**src/rtl/imuldiv_mul_accum_pkg.sv**
```systemverilog
// Shared types and widths for the multiply-accumulate requester.
// Optional overflow flag build: IMULDIV_MUL_ACCUM_OVF_EN.
package imuldiv_mul_accum_pkg;

   localparam int unsigned OPND_W = 32;
   localparam int unsigned PROD_W = 64;

   typedef enum logic [2:0] {
      STATE_IDLE = 3'd0,
      STATE_LOAD = 3'd1,
      STATE_REQ  = 3'd2,
      STATE_WAIT = 3'd3,
      STATE_DONE = 3'd4
   } state_t;

endpackage

```
**src/rtl/imuldiv_mul_accum_if.sv**
```systemverilog
// Command, operand, multiplier and result handshakes of the accumulator.
// IMULDIV_MUL_ACCUM_OVF_EN adds the acc_ovf signal.
interface imuldiv_mul_accum_if
   import imuldiv_mul_accum_pkg::*;
#(
   parameter int unsigned LEN_W = 8
);

   logic [LEN_W-1:0]  cmd_len;
   logic              cmd_val;
   logic              cmd_rdy;

   logic [OPND_W-1:0] opnd_a;
   logic [OPND_W-1:0] opnd_b;
   logic              opnd_val;
   logic              opnd_rdy;

   logic [OPND_W-1:0] mulreq_msg_a;
   logic [OPND_W-1:0] mulreq_msg_b;
   logic              mulreq_val;
   logic              mulreq_rdy;

   logic [PROD_W-1:0] mulresp_msg_result;
   logic              mulresp_val;
   logic              mulresp_rdy;

   logic [PROD_W-1:0] acc_msg;
   logic              acc_val;
   logic              acc_rdy;

   logic              busy;
`ifdef IMULDIV_MUL_ACCUM_OVF_EN
   logic              acc_ovf;
`endif

   modport master (
      input  cmd_len, cmd_val, opnd_a, opnd_b, opnd_val, mulreq_rdy,
             mulresp_msg_result, mulresp_val, acc_rdy,
      output cmd_rdy, opnd_rdy, mulreq_msg_a, mulreq_msg_b, mulreq_val,
             mulresp_rdy, acc_msg, acc_val, busy
`ifdef IMULDIV_MUL_ACCUM_OVF_EN
      , output acc_ovf
`endif
   );

   modport slave (
      output cmd_len, cmd_val, opnd_a, opnd_b, opnd_val, mulreq_rdy,
             mulresp_msg_result, mulresp_val, acc_rdy,
      input  cmd_rdy, opnd_rdy, mulreq_msg_a, mulreq_msg_b, mulreq_val,
             mulresp_rdy, acc_msg, acc_val, busy
`ifdef IMULDIV_MUL_ACCUM_OVF_EN
      , input acc_ovf
`endif
   );

endinterface

```
**src/rtl/imuldiv_mul_accum_dpath.sv**
```systemverilog
// Datapath: request operand registers, 64-bit accumulator, remaining-pair counter.
// IMULDIV_MUL_ACCUM_OVF_EN adds the sticky signed-overflow flag.
module imuldiv_mul_accum_dpath
   import imuldiv_mul_accum_pkg::*;
#(
   parameter int unsigned LEN_W = 8
)(
   input  logic              clk,
   input  logic              reset,
   input  logic              i_cmd_go,
   input  logic [LEN_W-1:0]  i_cmd_len,
   input  logic              i_opnd_go,
   input  logic [OPND_W-1:0] i_opnd_a,
   input  logic [OPND_W-1:0] i_opnd_b,
   input  logic              i_resp_go,
   input  logic [PROD_W-1:0] i_resp_result,
   output logic [OPND_W-1:0] o_req_a,
   output logic [OPND_W-1:0] o_req_b,
   output logic [PROD_W-1:0] o_acc,
   output logic              o_rem_last
`ifdef IMULDIV_MUL_ACCUM_OVF_EN
   , output logic            o_ovf
`endif
);

   logic [OPND_W-1:0] r_req_a;
   logic [OPND_W-1:0] r_req_b;
   logic [PROD_W-1:0] r_acc;
   logic [LEN_W-1:0]  r_rem;
   logic [PROD_W-1:0] w_sum;

   assign w_sum = r_acc + i_resp_result;

   always_ff @(posedge clk) begin
      if (reset) begin
         r_req_a <= '0;
         r_req_b <= '0;
         r_acc   <= '0;
         r_rem   <= '0;
      end else begin
         if (i_cmd_go) begin
            r_rem <= i_cmd_len;
            r_acc <= '0;
         end
         if (i_opnd_go) begin
            r_req_a <= i_opnd_a;
            r_req_b <= i_opnd_b;
         end
         if (i_resp_go) begin
            r_acc <= w_sum;
            r_rem <= r_rem - LEN_W'(1);
         end
      end
   end

   assign o_req_a    = r_req_a;
   assign o_req_b    = r_req_b;
   assign o_acc      = r_acc;
   assign o_rem_last = (r_rem == LEN_W'(1));

`ifdef IMULDIV_MUL_ACCUM_OVF_EN
   logic r_ovf;
   logic w_step_ovf;

   // Same-sign addends whose sum flips sign: signed overflow; sum still wraps.
   assign w_step_ovf = (r_acc[PROD_W-1] == i_resp_result[PROD_W-1]) &&
                       (w_sum[PROD_W-1] != r_acc[PROD_W-1]);

   always_ff @(posedge clk) begin
      if (reset || i_cmd_go) begin
         r_ovf <= 1'b0;
      end else if (i_resp_go && w_step_ovf) begin
         r_ovf <= 1'b1;
      end
   end

   assign o_ovf = r_ovf;
`endif

endmodule

```
**src/rtl/imuldiv_mul_accum_initiator.sv**
```systemverilog
// Requester for the iterative multiplier: one request in flight, products summed.
// Optional build macro IMULDIV_MUL_ACCUM_OVF_EN exposes acc_ovf.
module imuldiv_mul_accum_initiator
   import imuldiv_mul_accum_pkg::*;
#(
   parameter int unsigned LEN_W = 8
)(
   input  logic                clk,
   input  logic                reset,
   imuldiv_mul_accum_if.master bus
);

   state_t r_state;
   logic   r_cmd_rdy;
   logic   r_opnd_rdy;
   logic   r_mulreq_val;
   logic   r_mulresp_rdy;
   logic   r_acc_val;
   logic   r_busy;

   logic   w_cmd_go;
   logic   w_opnd_go;
   logic   w_req_go;
   logic   w_resp_go;
   logic   w_acc_go;
   logic   w_len_zero;
   logic   w_rem_last;

   assign w_cmd_go   = bus.cmd_val     & r_cmd_rdy;
   assign w_opnd_go  = bus.opnd_val    & r_opnd_rdy;
   assign w_req_go   = r_mulreq_val    & bus.mulreq_rdy;
   assign w_resp_go  = bus.mulresp_val & r_mulresp_rdy;
   assign w_acc_go   = r_acc_val       & bus.acc_rdy;
   assign w_len_zero = (bus.cmd_len == '0);

   // Handshake outputs are registered and set on the transition into each state.
   always_ff @(posedge clk) begin
      if (reset) begin
         r_state       <= STATE_IDLE;
         r_cmd_rdy     <= 1'b1;
         r_opnd_rdy    <= 1'b0;
         r_mulreq_val  <= 1'b0;
         r_mulresp_rdy <= 1'b0;
         r_acc_val     <= 1'b0;
         r_busy        <= 1'b0;
      end else begin
         case (r_state)
            STATE_IDLE: if (w_cmd_go) begin
               r_cmd_rdy <= 1'b0;
               r_busy    <= 1'b1;
               if (w_len_zero) begin
                  r_state   <= STATE_DONE;
                  r_acc_val <= 1'b1;
               end else begin
                  r_state    <= STATE_LOAD;
                  r_opnd_rdy <= 1'b1;
               end
            end
            STATE_LOAD: if (w_opnd_go) begin
               r_state      <= STATE_REQ;
               r_opnd_rdy   <= 1'b0;
               r_mulreq_val <= 1'b1;
            end
            STATE_REQ: if (w_req_go) begin
               r_state       <= STATE_WAIT;
               r_mulreq_val  <= 1'b0;
               r_mulresp_rdy <= 1'b1;
            end
            STATE_WAIT: if (w_resp_go) begin
               r_mulresp_rdy <= 1'b0;
               if (w_rem_last) begin
                  r_state   <= STATE_DONE;
                  r_acc_val <= 1'b1;
               end else begin
                  r_state    <= STATE_LOAD;
                  r_opnd_rdy <= 1'b1;
               end
            end
            STATE_DONE: if (w_acc_go) begin
               r_state   <= STATE_IDLE;
               r_acc_val <= 1'b0;
               r_busy    <= 1'b0;
               r_cmd_rdy <= 1'b1;
            end
            default: begin
               r_state       <= STATE_IDLE;
               r_cmd_rdy     <= 1'b1;
               r_opnd_rdy    <= 1'b0;
               r_mulreq_val  <= 1'b0;
               r_mulresp_rdy <= 1'b0;
               r_acc_val     <= 1'b0;
               r_busy        <= 1'b0;
            end
         endcase
      end
   end

`ifdef IMULDIV_MUL_ACCUM_OVF_EN
   logic w_ovf;
`endif

   imuldiv_mul_accum_dpath #(
      .LEN_W (LEN_W)
   ) u_dpath (
      .clk           (clk),
      .reset         (reset),
      .i_cmd_go      (w_cmd_go),
      .i_cmd_len     (bus.cmd_len),
      .i_opnd_go     (w_opnd_go),
      .i_opnd_a      (bus.opnd_a),
      .i_opnd_b      (bus.opnd_b),
      .i_resp_go     (w_resp_go),
      .i_resp_result (bus.mulresp_msg_result),
      .o_req_a       (bus.mulreq_msg_a),
      .o_req_b       (bus.mulreq_msg_b),
      .o_acc         (bus.acc_msg),
      .o_rem_last    (w_rem_last)
`ifdef IMULDIV_MUL_ACCUM_OVF_EN
      , .o_ovf       (w_ovf)
`endif
   );

   assign bus.cmd_rdy     = r_cmd_rdy;
   assign bus.opnd_rdy    = r_opnd_rdy;
   assign bus.mulreq_val  = r_mulreq_val;
   assign bus.mulresp_rdy = r_mulresp_rdy;
   assign bus.acc_val     = r_acc_val;
   assign bus.busy        = r_busy;
`ifdef IMULDIV_MUL_ACCUM_OVF_EN
   assign bus.acc_ovf     = w_ovf;
`endif

endmodule

```
**src/flat_wrapper.sv**
```systemverilog
// flat-port wrapper written by rule: the top's interface ports become plain ports
module imuldiv_mul_accum_initiator_flat import imuldiv_mul_accum_pkg::*;
#(
   parameter int unsigned LEN_W = 8
)
  (clk, reset, bus_cmd_len, bus_cmd_val, bus_opnd_a, bus_opnd_b, bus_opnd_val, bus_mulreq_rdy, bus_mulresp_msg_result, bus_mulresp_val, bus_acc_rdy, bus_cmd_rdy, bus_opnd_rdy, bus_mulreq_msg_a, bus_mulreq_msg_b, bus_mulreq_val, bus_mulresp_rdy, bus_acc_msg, bus_acc_val, bus_busy);
  imuldiv_mul_accum_if #(.LEN_W(LEN_W)) bus_i ();
  input  logic clk;
  input  logic reset;
  input wire logic [$bits(bus_i.cmd_len)-1:0] bus_cmd_len;
  input wire logic [$bits(bus_i.cmd_val)-1:0] bus_cmd_val;
  input wire logic [$bits(bus_i.opnd_a)-1:0] bus_opnd_a;
  input wire logic [$bits(bus_i.opnd_b)-1:0] bus_opnd_b;
  input wire logic [$bits(bus_i.opnd_val)-1:0] bus_opnd_val;
  input wire logic [$bits(bus_i.mulreq_rdy)-1:0] bus_mulreq_rdy;
  input wire logic [$bits(bus_i.mulresp_msg_result)-1:0] bus_mulresp_msg_result;
  input wire logic [$bits(bus_i.mulresp_val)-1:0] bus_mulresp_val;
  input wire logic [$bits(bus_i.acc_rdy)-1:0] bus_acc_rdy;
  output wire logic [$bits(bus_i.cmd_rdy)-1:0] bus_cmd_rdy;
  output wire logic [$bits(bus_i.opnd_rdy)-1:0] bus_opnd_rdy;
  output wire logic [$bits(bus_i.mulreq_msg_a)-1:0] bus_mulreq_msg_a;
  output wire logic [$bits(bus_i.mulreq_msg_b)-1:0] bus_mulreq_msg_b;
  output wire logic [$bits(bus_i.mulreq_val)-1:0] bus_mulreq_val;
  output wire logic [$bits(bus_i.mulresp_rdy)-1:0] bus_mulresp_rdy;
  output wire logic [$bits(bus_i.acc_msg)-1:0] bus_acc_msg;
  output wire logic [$bits(bus_i.acc_val)-1:0] bus_acc_val;
  output wire logic [$bits(bus_i.busy)-1:0] bus_busy;
  assign bus_i.cmd_len = bus_cmd_len;
  assign bus_i.cmd_val = bus_cmd_val;
  assign bus_i.opnd_a = bus_opnd_a;
  assign bus_i.opnd_b = bus_opnd_b;
  assign bus_i.opnd_val = bus_opnd_val;
  assign bus_i.mulreq_rdy = bus_mulreq_rdy;
  assign bus_i.mulresp_msg_result = bus_mulresp_msg_result;
  assign bus_i.mulresp_val = bus_mulresp_val;
  assign bus_i.acc_rdy = bus_acc_rdy;
  assign bus_cmd_rdy = bus_i.cmd_rdy;
  assign bus_opnd_rdy = bus_i.opnd_rdy;
  assign bus_mulreq_msg_a = bus_i.mulreq_msg_a;
  assign bus_mulreq_msg_b = bus_i.mulreq_msg_b;
  assign bus_mulreq_val = bus_i.mulreq_val;
  assign bus_mulresp_rdy = bus_i.mulresp_rdy;
  assign bus_acc_msg = bus_i.acc_msg;
  assign bus_acc_val = bus_i.acc_val;
  assign bus_busy = bus_i.busy;
  imuldiv_mul_accum_initiator #(.LEN_W(LEN_W)) u_core (.clk(clk), .reset(reset), .bus(bus_i));
endmodule
```
**config.mk**
```make
export PLATFORM = sky130hd
export DESIGN_NAME = imuldiv_mul_accum_initiator_flat
export DESIGN_NICKNAME = d
export VERILOG_FILES = /design/src/rtl/imuldiv_mul_accum_pkg.sv /design/src/rtl/imuldiv_mul_accum_if.sv /design/src/rtl/imuldiv_mul_accum_dpath.sv /design/src/rtl/imuldiv_mul_accum_initiator.sv /design/src/flat_wrapper.sv
export SDC_FILE = /design/constraint.sdc
export NUM_CORES = 1
export LEC_CHECK = 0
export BUFFER_PORTS_ARGS = -buffer_cell sky130_fd_sc_hd__buf_2
export CAP_MARGIN = 20
export CORE_MARGIN = 3
export CORE_UTILIZATION = 38
export CTS_CLUSTER_DIAMETER = 80
export CTS_CLUSTER_SIZE = 24
export DETAILED_ROUTE_END_ITERATION = 6
export PLACE_DENSITY_LB_ADDON = 0.2
export SKIP_LAST_GASP = 1
export SYNTH_ARGS = -nofsm -noshare
export SYNTH_HDL_FRONTEND = slang
export SYNTH_HIERARCHICAL = 1
export SYNTH_SLANG_ARGS = --single-unit
```
**constraint.sdc**
```tcl
create_clock -name clk -period 4.44 [get_ports clk]
set_input_delay 0.444 -clock clk [delete_from_list [all_inputs] [get_ports clk]]
set_output_delay 0.444 -clock clk [all_outputs]
set_load 0.05 [all_outputs]
```
* Word level (Yosys, flattened, before mapping)
Cells that the tools add are included.
** Storage, ports and cells
- Logic and storage cells :: 86
- Memories kept :: 0
- Input bits :: 143
- Output and inout bits :: 134
- Latch bits :: 0
- Memory bits (read-only) :: 0
- Bits in registers :: 145
- Memory bits (writable) :: 0
** Operators by class
- Shifts and indexed selects :: 0
- Multipliers :: 0
- Bitwise operators :: 10
- Equality and inequality tests :: 14
- Magnitude comparators :: 0
- Div/mod/pow operators :: 0
- Add/sub/neg operators :: 2
- Muxes and demuxes :: 35
- Reduce and logical (&&, ||, !) cells :: 14
** Operator list (count)
- 64-bit two-way mux :: 2
- 64-bit adder :: 1
- 3-bit two-way mux :: 7
- 1-bit two-way mux :: 17
- 8-bit two-way mux :: 2
- 3-bit case mux with 5 select lines :: 1
- 2-bit inequality test, second input constant :: 6
- 1-bit case mux with 3 select lines :: 4
- 6-bit AND reduction :: 2
- 3-bit AND reduction :: 3
- 3-bit OR reduction :: 3
- 8-bit by 1-bit equality test with 1-bit output, second input constant :: 1
- 8-bit logical NOT :: 1
- 1-bit case mux with 4 select lines :: 2
- 8-bit by 1-bit subtractor with 8-bit output, second input constant :: 1
- 3-bit by 2-bit equality test with 1-bit output, second input constant :: 2
- 2-bit by 1-bit inequality test with 1-bit output, second input constant :: 3
- 1-bit bitwise AND :: 5
- 1-bit NOT :: 5
- 5-bit AND reduction :: 1
- 2-bit OR reduction :: 2
- 3-bit by 1-bit equality test with 1-bit output, second input constant :: 1
- 3-bit equality test, second input constant :: 1
- 3-bit logical NOT :: 1
- 2-bit nonzero test :: 1

* Longest topological paths before layout
- Depth after elaboration :: 4
- Gate-level depth with buffers :: 13
- Depth with buffers taken out :: 13

* Modules after synthesis
Netlist, hierarchy kept.
** Modules (own cells, without submodules)
- imuldiv_mul_accum_dpath :: cells an instance 1090, sequential area each 2722.6 um^2, area each 8824.7 um^2, instances 1
- imuldiv_mul_accum_initiator :: cells an instance 80, sequential area each 180.2 um^2, area each 630.6 um^2, instances 1

* Worst setup path after synthesis
OpenSTA, ideal clock, no wires.
- Kind :: reg-to-reg
- Start :: register u_core.u_dpath.r_acc[0], in the netlist u_core/u_dpath/o_acc[0]
- End :: register u_core.u_dpath.r_acc[56], in the netlist u_core/u_dpath/o_acc[56]
- Slack :: 0.815 ns
- Clock period less this slack :: 3.625 ns
- Library setup time :: 0.120 ns
- Arrival time :: 3.505 ns
- Cell stages (with the launch flop) :: 14
- Required time :: 4.320 ns
- Path buffers :: 0
- Path through :: dfxtp_1 > ha_1 > inv_1 > fa_1 > nand2b_1 > a21oi_1 > o41ai_1 > a2111oi_2 > o41ai_2 > o41ai_2 > a21oi_2 > o21ai_2 > a311oi_1 > a211o_1
** Between the ends
- Cells in the longest elaborated chain, start to end :: 2
** RTL lines
- from (decl) :: line imuldiv_mul_accum_dpath.sv:28 : logic [PROD_W-1:0] r_acc;
- from (signal assigned) :: line imuldiv_mul_accum_dpath.sv:50 : r_acc <= w_sum;
- 64-bit adder :: line imuldiv_mul_accum_dpath.sv:32 : assign w_sum = r_acc + i_resp_result;
- 64-bit two-way mux :: line imuldiv_mul_accum_dpath.sv:49 : if (i_resp_go) begin
Every way passes these cells.
A chain may end at the register's enable or synchronous reset.

* Final worst setup path
- Start :: register u_core.u_dpath.r_acc[0], in the netlist u_core/u_dpath/o_acc[0]
- End :: register u_core.u_dpath.r_acc[50], in the netlist u_core/u_dpath/o_acc[50]
Same word-level chain as after synthesis.

==> flow_summary.yaml <==
outcome:
  status: "finished, final reports clean"
yosys:
  seq_area_frac_synth_pct: 30.7
  synth_edf_count: 0
  mappedNetlistArea_mm2: 0.00946
  synth_ff_type: "dfxtp_1"
  synth_warnings: 6
  synthCells: 1170
  synth-seq-cells: 145
  synth_nets: 1379
  syn_avg_cell_area_um2: 8.08
  yosysUniqueCellTypes: 80
  synthArstFlopShare_pct: 0
global_routing:
  grt_max_degree: 75
  grt_pass1_vias: 8993
  grt_pass1_wl_um: 46100
  antenna_found_initial: 6
  grt_overflow_total: 0
  grt.total_usage_pct: 21.3
floorplan:
  placementRows: 57
  initial_core_util_pct: 38.8
  core-area_mm2: 0.0244
  die-height_um: 164
  die_x_um: 164
  die-area_mm2: 0.0268
  pin_count: 277
timing:
  slew_headroom_pct: 46.8
  fmax_mhz: 282
  fin_ws_ns: 0.888
  setup_viol: 0
  finalCritPeriodShare_pct: 80.0
  worst_pin_slew_ns: 0.797
  final_hold_viol_count: 0
  clock_skew_ns: 0.0162
  rsz0062_at_grt: "false"
  tns_ns: 0
  min_period_ns: 3.55
  report.final.slew_viol_count: 0
cts:
  ctsResizeCount: 0
  cts_num_sinks: 145
  clockBufferDepth: 2
  numCtsBuffers: 17
  post_cts_buffers: 0
  ctsHoldBuffers: 0
  cts.clk_slew.worst_paths_ns: 0.07
  root_buffer: "clkbuf_16"
  htree_levels: 4
  clk_latency_ns: 0.42
  cts_tree: "built"
critical_path:
  crit_end: "u_core/u_dpath/o_acc[50]"
  crit_path_start_kind: "flop"
  timing.rr.start: "u_core/u_dpath/o_acc[0]"
  reg2regPathDepth: 15
  startpoint: "u_core/u_dpath/o_acc[0]"
  endpoint_kind: "flop"
  crit_type: "reg -> reg"
  r2r-end: "u_core/u_dpath/o_acc[50]"
  critPathMaxFanout: 3
  reg2reg_setup_slack_ns: 0.89
  arrival_ns: 3.83
  worstPathRequired_ns: 4.71
placed_design:
  placed_cells: 1710
  globalplace.congestion: 0.915
  hpwlAfterDp_um: 22000
  post-place-ws_ns: 0.731
  port_buffers: 276
routing:
  drt_wl_total_um: 29100
  firstDrtPassIters: 5
  wire_per_inst_um: 16.7
  drt_iter0_markers: 589
  drc: 0
  vias: 9257
  ant_nets: 0
  vias_per_cell: 5.31
cells_and_area:
  area_growth_pct: 22.1
  nNetsFinal: 1614
  diodes: 0
  final_cells: 1742
  drive_gt1_share_pct: 24.7
pwr:
  power.density_mw_per_mm2: 288
  vdd.ir_drop.worst_uv: 198
  leakagePower_nw: 5.50
hold_path:
  min_path_type: "in -> reg"
flow_run:
  maxCapViolCount: 0
-- final cells by class --
cell class                      count  area [µm²]
Clock buffer                       18         429
Sequential cell                   145        2900
Clock inverter                     14         146
Fill cell                        2524       12800
Inverter                           30         113
Tap cell                          324         405
Multi-Input combinational cell    925        6090
Timing Repair Buffer              286        1460
-- critical path, stage by stage, from the launching register on --
cell	delay, ns
dfxtp_1	0.34
ha_1	0.17
inv_1	0.05
fa_1	0.37
nand2b_1	0.19
a21oi_1	0.22
buf_4	0.17
o21ai_0	0.09
a211o_2	0.37
a2111oi_0	0.36
buf_4	0.19
o21ai_0	0.15
a21oi_1	0.29
a221o_1	0.24
xnor2_1	0.12
o21ai_0	0.08
-- worst min path at each step --
stage	start	end	slack [ns]	depth (start not counted)
2_1_floorplan	u_core/u_dpath/r_rem[5]	u_core/u_dpath/r_rem[5]	0.49	2
3_3_place_gp	u_core/u_dpath/o_acc[52]	u_core/u_dpath/o_acc[52]	0.46	2
3_5_place_dp	u_core/u_dpath/o_acc[51]	u_core/u_dpath/o_acc[51]	0.46	2
4_1_cts	bus_opnd_a[15]	u_core/u_dpath/o_req_a[15]	0.23	3
5_1_grt	bus_opnd_b[31]	u_core/u_dpath/o_req_b[31]	0.25	3
6_report	bus_opnd_b[28]	u_core/u_dpath/o_req_b[28]	0.25	3
-- logic make-up (layout without fill, tap and decap cells) --
kind of cell / after synthesis / after routing / share of synthesized area (%)
flops: 145 / 145 / 30.7
buf+inv: 100 / 348 / 5.02
fa+ha+maj: 66 / 66 / 8.81
mux: 66 / 66 / 6.99
compound gates: 343 / 343 / 23.3
xor+xnor: 54 / 54 / 5.00
simple gates: 396 / 396 / 20.2
-- flip-flops by register name, summed over array words and instances, names as in the netlist --
register / flops
u_core/bus.cmd_rdy: 1
u_core/u_dpath/r_rem: 8
u_core/u_dpath/o_req_b: 32
u_core/u_dpath/o_acc: 64
u_core/bus.busy: 1
u_core/u_dpath/o_req_a: 32
u_core/r_state: 3
u_core/bus.opnd_rdy: 1
u_core/bus.mulresp_rdy: 1
u_core/bus.mulreq_val: 1
u_core/bus.acc_val: 1
-- per-stage QoR --
stage	hold WS, ns	area [µm²]	util, %	total power, mW
after floorplan	0.491	9460	-	1.76
after global placement	0.462	11000	45.0	1.91
after detailed placement	0.465	11000	45.0	1.92
after CTS	0.233	11500	47.3	3.38
after global routing	0.247	11500	47.3	3.48
final	0.253	11500	47.3	3.33
-- routing by layer --
metal	GRT usage, %	vias up	routed length (µm)
met2	33.5	289	13000
met5	0	-	80
met4	5.65	12	442
met1	27.9	4245	13000
li1	-	4673	-
met3	7.16	38	2560
-- power breakdown --
| group | internal (mW) | switching [mW] | total [mW] | leakage [nW] |
|---|---|---|---|---|
| sequential | 1.34 | 0.0265 | 1.36 | 1.17 |
| clock | 0.794 | 0.645 | 1.44 | 0.270 |
| combinational | 0.178 | 0.344 | 0.523 | 4.06 |
-- Yosys cell counts (all sizes together) (20+ instances only) --
cell type  count  share of area (%)
a21o          45                3.6
a21oi        122                6.5
buf           20                1.3
clkbuf        48                2.3
dfxtp        145                 31
ha            65                8.6
inv           30                1.2
mux2i         66                7.0
nand2         96                3.8
nand3         24                1.4
nand4         20                1.4
nor2         151                6.0
nor3b         28                2.2
o21ai         77                4.1
xnor2         28                2.6
xor2          26                2.4
-- layout by cell type, fill, tap and decap left out, drive strengths merged, types with 7 or more instances in the layout --
master     n
a21oi    122
clkbuf    18
and2       7
nand2b    16
xnor2     28
nand2     96
mux2i     66
nor3      16
buf      286
o211ai     7
ha        65
a211oi     7
dfxtp    145
xor2      26
o21ai     77
inv       38
nor3b     28
a2111oi    7
nor2     151
o21bai    13
nand3     24
a21o      45
nand4     20
nor2b      7
and3      11
a31oi     12
Note: power is estimated with default switching activity, not from simulation.
